<file path="src/rtl/mem_port_arbiter.sv">
// rtl/mem_port_arbiter.sv - Unified memory port arbiter between fetch (I) and load/store (D).
module mem_port_arbiter #(
   parameter int STARVE_LIMIT = 2,
   parameter int CNT_W        = 2
) (
   input  logic        CLK,
   input  logic        RESET,
   input  logic        I_READ,
   input  logic [31:0] I_ADDR,
   input  logic        D_READ,
   input  logic        D_WRITE,
   input  logic [31:0] D_ADDR,
   input  logic [31:0] D_WRITEDATA,
   input  logic        MEM_READY,
   input  logic [31:0] MEM_READDATA,
   output logic        MEM_READ,
   output logic        MEM_WRITE,
   output logic        SELECT,
   output logic        I_BUSYWAIT,
   output logic        D_BUSYWAIT,
   output logic [31:0] I_READDATA,
   output logic [31:0] D_READDATA
);

   typedef enum logic [2:0] {
      IDLE    = 3'd0,
      GRANT_I = 3'd1,
      GRANT_D = 3'd2,
      DONE_I  = 3'd3,
      DONE_D  = 3'd4
   } state_t;

   localparam logic [CNT_W-1:0] LIMIT = CNT_W'(STARVE_LIMIT);

   state_t           state;
   logic [CNT_W-1:0] starve_cnt;
   logic             d_req;
   logic             d_wins;

   // Addresses and write data reach memory through external muxes steered by SELECT.
   logic unused_mux_inputs;
   assign unused_mux_inputs = ^{I_ADDR, D_ADDR, D_WRITEDATA};

   assign d_req  = D_READ | D_WRITE;
   assign d_wins = d_req & (!I_READ | (starve_cnt < LIMIT));

   assign I_BUSYWAIT = I_READ & (state != DONE_I);
   assign D_BUSYWAIT = d_req  & (state != DONE_D);

   always_ff @(posedge CLK) begin
      if (RESET) begin
         state      <= IDLE;
         MEM_READ   <= 1'b0;
         MEM_WRITE  <= 1'b0;
         SELECT     <= 1'b0;
         starve_cnt <= '0;
         I_READDATA <= '0;
         D_READDATA <= '0;
      end else begin
         case (state)
            IDLE: begin
               if (d_wins) begin
                  state     <= GRANT_D;
                  SELECT    <= 1'b1;
                  MEM_WRITE <= D_WRITE;
                  MEM_READ  <= D_READ & !D_WRITE;
                  if (!I_READ)
                     starve_cnt <= '0;
                  else if (starve_cnt != LIMIT)
                     starve_cnt <= starve_cnt + 1'b1;
               end else if (I_READ) begin
                  state      <= GRANT_I;
                  SELECT     <= 1'b0;
                  MEM_READ   <= 1'b1;
                  MEM_WRITE  <= 1'b0;
                  starve_cnt <= '0;
               end
            end
            GRANT_I: begin
               if (MEM_READY) begin
                  state      <= DONE_I;
                  MEM_READ   <= 1'b0;
                  I_READDATA <= MEM_READDATA;
               end
            end
            GRANT_D: begin
               // Strobes were captured at grant, so a withdrawn load still latches its data.
               if (MEM_READY) begin
                  state     <= DONE_D;
                  MEM_READ  <= 1'b0;
                  MEM_WRITE <= 1'b0;
                  if (MEM_READ)
                     D_READDATA <= MEM_READDATA;
               end
            end
            DONE_I, DONE_D: state <= IDLE;
            default: state <= IDLE;
         endcase
      end
   end

endmodule

</file>
<file path="config.mk">
export PLATFORM = sky130hd
export DESIGN_NAME = mem_port_arbiter
export DESIGN_NICKNAME = d
export VERILOG_FILES = /design/src/rtl/mem_port_arbiter.sv
export SDC_FILE = /design/constraint.sdc
export NUM_CORES = 1
export LEC_CHECK = 0
export CAP_MARGIN = 10
export CORE_MARGIN = 2
export CORE_UTILIZATION = 32
export CTS_BUF_LIST = sky130_fd_sc_hd__clkbuf_2 sky130_fd_sc_hd__clkbuf_4 sky130_fd_sc_hd__clkbuf_8
export DETAILED_ROUTE_END_ITERATION = 8
export PLACE_DENSITY = 0.89
export REMOVE_ABC_BUFFERS = 1
export SYNTH_ARGS = -nofsm -noshare
export SYNTH_HDL_FRONTEND = slang
export SYNTH_SLANG_ARGS = --single-unit
</file>
<file path="constraint.sdc">
create_clock -name CLK -period 1.5 [get_ports CLK]
set_input_delay 0.3 -clock CLK [delete_from_list [all_inputs] [get_ports CLK]]
set_output_delay 0.3 -clock CLK [all_outputs]
set_load 0.1 [all_outputs]
</file>
Word level (Yosys, flattened, before mapping). Cells that the tools add are included.

Input bits: 134. Logic and storage cells: 56. RAM bits: 0. Register bits: 72. Latch bits: 0. Memories kept: 0. ROM bits: 0. Output and inout bits: 69.

Bitwise operators: 6. Shift operators: 0. Div/mod/pow operators: 0. Reduce and logical (&&, ||, !) cells: 14. $lt $le $gt $ge: 1. Add/sub/neg operators: 1. $mul: 0. Eq/ne operators: 10. Multiplexer cells: 17.

Operator list (number): AND reduction 3 bit (5); 2-to-1 mux 3 bit (4); one-hot mux 3 bit (3 select lines) (1); 2-to-1 mux 2 bit (4); 2-to-1 mux 1 bit (6); != test 2 bit, second input constant (3); != test 3 x 2 -> 1 bit, second input constant (2); != test 3 bit, second input constant (2); nonzero test 2 bit (3); AND 1 bit (4); one-hot mux 1 bit (2 select lines) (2); AND reduction 2 bit (2); equality test 3 x 1 -> 1 bit, second input constant (1); equality test 3 x 2 -> 1 bit, second input constant (1); zero test 3 bit (1); adder 2 x 1 -> 2 bit, second input constant (1); zero test 1 bit (2); less-than comparator 2 bit, second input constant (1); != test 2 x 1 -> 1 bit, second input constant (1); bitwise OR 1 bit (2); OR reduction 2 bit (1).

Longest topological paths before layout.
Word-level depth: 5. Depth in mapped cells: 6. Depth with buffers taken out: 5.

Worst setup path after synthesis. No wires, ideal clock.

Path kind: flip-flop to output port. From: register state[2]. To: output port I_BUSYWAIT. Stages on the path, launching flop included: 4. Required time: 1.200 ns. Setup slack: -0.929 ns. Arrival: 2.129 ns. Path buffers: 1. Path through: dfxtp_1 buf_6 inv_1 a31oi_1.

Longest elaborated chain between the ends: 2.

RTL lines: from (decl) (line 35) `state_t state;`; from (signal assigned) (line 52) `state <= IDLE;`; from (signal assigned) (line 63) `state <= GRANT_D;`; from (signal assigned) (line 72) `state <= GRANT_I;`; != test 3 x 2 -> 1 bit (line 47) `assign I_BUSYWAIT = I_READ & (state != DONE_I);`; AND 1 bit (line 47); to (decl) (line 19) `output logic I_BUSYWAIT,`.

Every way passes these cells.

Worst setup path in the final report.
From: register state[2]. To: output port D_BUSYWAIT.

Longest elaborated chain between the ends: 2.

RTL lines: != test 3 bit (line 48) `assign D_BUSYWAIT = d_req & (state != DONE_D);`; AND 1 bit (line 48); to (decl) (line 20) `output logic D_BUSYWAIT,`.

Every way passes these cells.

==> qor.yml <==
die_h_um: 98.1
reg2reg_depth: 5
reg2reg_from: "state[0]"
slew_headroom_pct: 68.2
period_minus_slack_ns: 1.61
htree_levels: 3
worstSetupStartpoint: "state[2]"
irDropWorstVdd_v: 0.000775
place_ws_ns: -0.177
die_x_um: 98.1
syn_area_um2: 2830
antenna_found_initial: 0
tns_ns: -0.234
initial_core_util_pct: 32.8
ctsLongestPathBuffers: 2
synth_top_area_share_pct: 50.9
p_leak_uw: 0.00182
final_antenna_net_count: 0
hold_path_depth: 2
vias: 2960
fin_ws_ns: -0.109
synth.most_common_cell: "dfxtp_1"
rsz0062_at_grt: "true"
critPathCapture: "D_BUSYWAIT"
status: "finished with violations"
crit_arrival_ns: 1.31
min_period_over_period_pct: 107
cts_tree: "done"
dr.pass1.iters: 4
core_area_um2: 8640
drc: 0
clk_pin_slew_ns: 0.08
required_ns: 1.20
cap_violations: 0
portBuffers: 106
power_density_nw_per_um2: 1050
synthCells: 342
cp_slowest_stage_delay_ns: 0.40
critical_path.n_buffers_inverters: 2
critical-path-top-delay-family: "flip-flops"
fillCellCount: 701
synth_seq_cells: 72
place_congestion: 0.921
routed_wl_mm: 9.11
track_usage_pct: 18.3
crit_type: "register to primary output"
insertion_delay_ns: 0.33
worstMarginPinSlew_ns: 0.473
drv_slew: 0
critPathMaxFanout: 6
ys_types: 35
setup_viol: 3
cts_buffers: 9
die-area_um2: 9620
cp_cell_sequence: "inv_4, o32a_1, buf_12"
hp-start: "RESET"
clkSinkCount: 72
ioPinCount: 203
hold_viol_final: 0
rows: 34
slowest_stage: "dfxtp_4"
synth_area_leaders: "dfxtp_1 (51%), a21oi_1 (12%), nand2_1 (8.9%)"
grt_pass1_wl_mm: 14.4
wire_per_inst_um: 16.0
crit_path_end_kind: "primary output"
max_clock_freq_mhz: 621
reg2reg_to: "MEM_WRITE"
antennaDiodeCount: 0
cp.depth: 3
viasPerCell: 5.21
yosysSeqAreaShare_pct: 50.9
ys_top_cells_by_count: "dfxtp_1 (72), a21oi_1 (67), nand2_1 (67)"
first_global_vias: 2945
place_hpwl_mm: 6.45
skew_ns: 0.00956
grt_overflow_total: 0
fin_nets: 590
synth_top_area_cell: "dfxtp_1"
r2r_slack_ns: -0.06
yosysWarnings: 0
areaGrowthSynthToFinish_pct: 79.4
cts-root-buf: "clkbuf_8"
drive_gt1_share_pct: 29.3
cts_hold_buf: 0
synth_edf_count: 0
drtIter0Drc: 138
hold_class: "primary input to register"
async_reset_ff_share_pct: 0
violations: "negative setup slack"
start_kind: "register"
synth_ff_type: "dfxtp_1"
postSynthAreaPerCell_um2: 8.28
grt_max_degree: 37
-- metal layers --
layer  wire length [um]  track usage [%]  up-vias  part of all wire (%)
met3                745             5.87       14                   8.2
met5                  0                0        -                     0
li1                   -                -     1412                     -
met1               3760             22.0     1424                    41
met2               4500             31.3      110                    49
met4                110             5.56        0                   1.2
-- final cells by class --
cell class              instances  area [um^2]  area share (%)
repair buffers                135         2030            40.0
flip-flops and latches         72         1450            28.6
multi-input cells             232         1230            24.3
clock buffers                  13          166            3.27
well taps                     108          135            2.66
clock inverters                 3         40.0           0.788
inverters                       5         21.3           0.419
-- worst reg2reg max path: stages, from the launching register on --
cell      delay, ns
dfxtp_4        0.35
buf_4          0.16
or3b_1         0.39
buf_12         0.20
o221ai_1       0.23
a21oi_1        0.10
-- logic make-up after synthesis --
logic type,share of synthesized area (%)
AOI/OAI and AO/OA,22.5
xor gates and xnor gates,0.309
adders and majority gates,0.442
buffers and inverters,7.20
DFF,50.9
and+or+nand+nor,18.7
-- how the worst min path moves through the flow --
stage                                end  slack (ns)
after floorplan            D_READDATA[0]        0.37
after global placement     starve_cnt[0]        0.48
after detailed placement  I_READDATA[31]        0.49
after CTS                 I_READDATA[27]        0.33
after global routing      I_READDATA[27]        0.35
final                     I_READDATA[27]        0.35
-- where the power goes --
part / switching (uW) / total (uW) / internal [uW] / leakage (uW)
combinational: 1030 / 1680 / 646 / 0.00112
clock: 686 / 1580 / 892 / 0.000110
sequential: 97.9 / 2090 / 2000 / 0.000584
-- per-stage QoR --
stage	cells	util (%)	total power [uW]	cell area [um^2]	hold slack, ns
2_1_floorplan	309	-	2950	2650	0.369
6_report	568	58.9	5350	5080	0.346
3_5_place_dp	548	55.0	3690	4750	0.485
3_3_place_gp	548	55.0	3640	4750	0.480
5_1_grt	568	58.9	5540	5080	0.346
4_1_cts	565	57.7	5290	4980	0.329
-- cell usage in the layout, fill, tap and decap left out, types with 2 or more instances in the layout --
cell type        count
buf_12              73
inv_1                3
buf_6                4
o21ai_2              7
clkdlybuf4s50_1     35
buf_4               21
clkbuf_4             2
o21ai_1             24
clkinv_2             2
nor3_1               3
o32a_1               2
nand2_1             67
o21ai_0              4
nor2_1               3
nand3_1             32
dfxtp_4              3
nand4_1              2
clkbuf_8            11
a21oi_1             67
dfxtp_1             69
-- registers in the layout, indices dropped and copies added (netlist names) --
register    cells
MEM_WRITE       1
D_READDATA     32
state           3
MEM_READ        1
I_READDATA     32
SELECT          1
starve_cnt      2
-- what timing repair did --
| item | 4_1_cts | 5_1_grt |
|---|---|---|
| hold endpoints to repair | 0 | 0 |
| resized for setup | 6 | 24 |
| endpoints found under the setup margin | 4 | 21 |
| buffers inserted | 1 | 3 |
| pin swaps | 1 | 2 |
Note: power is estimated with default switching activity, not from simulation.
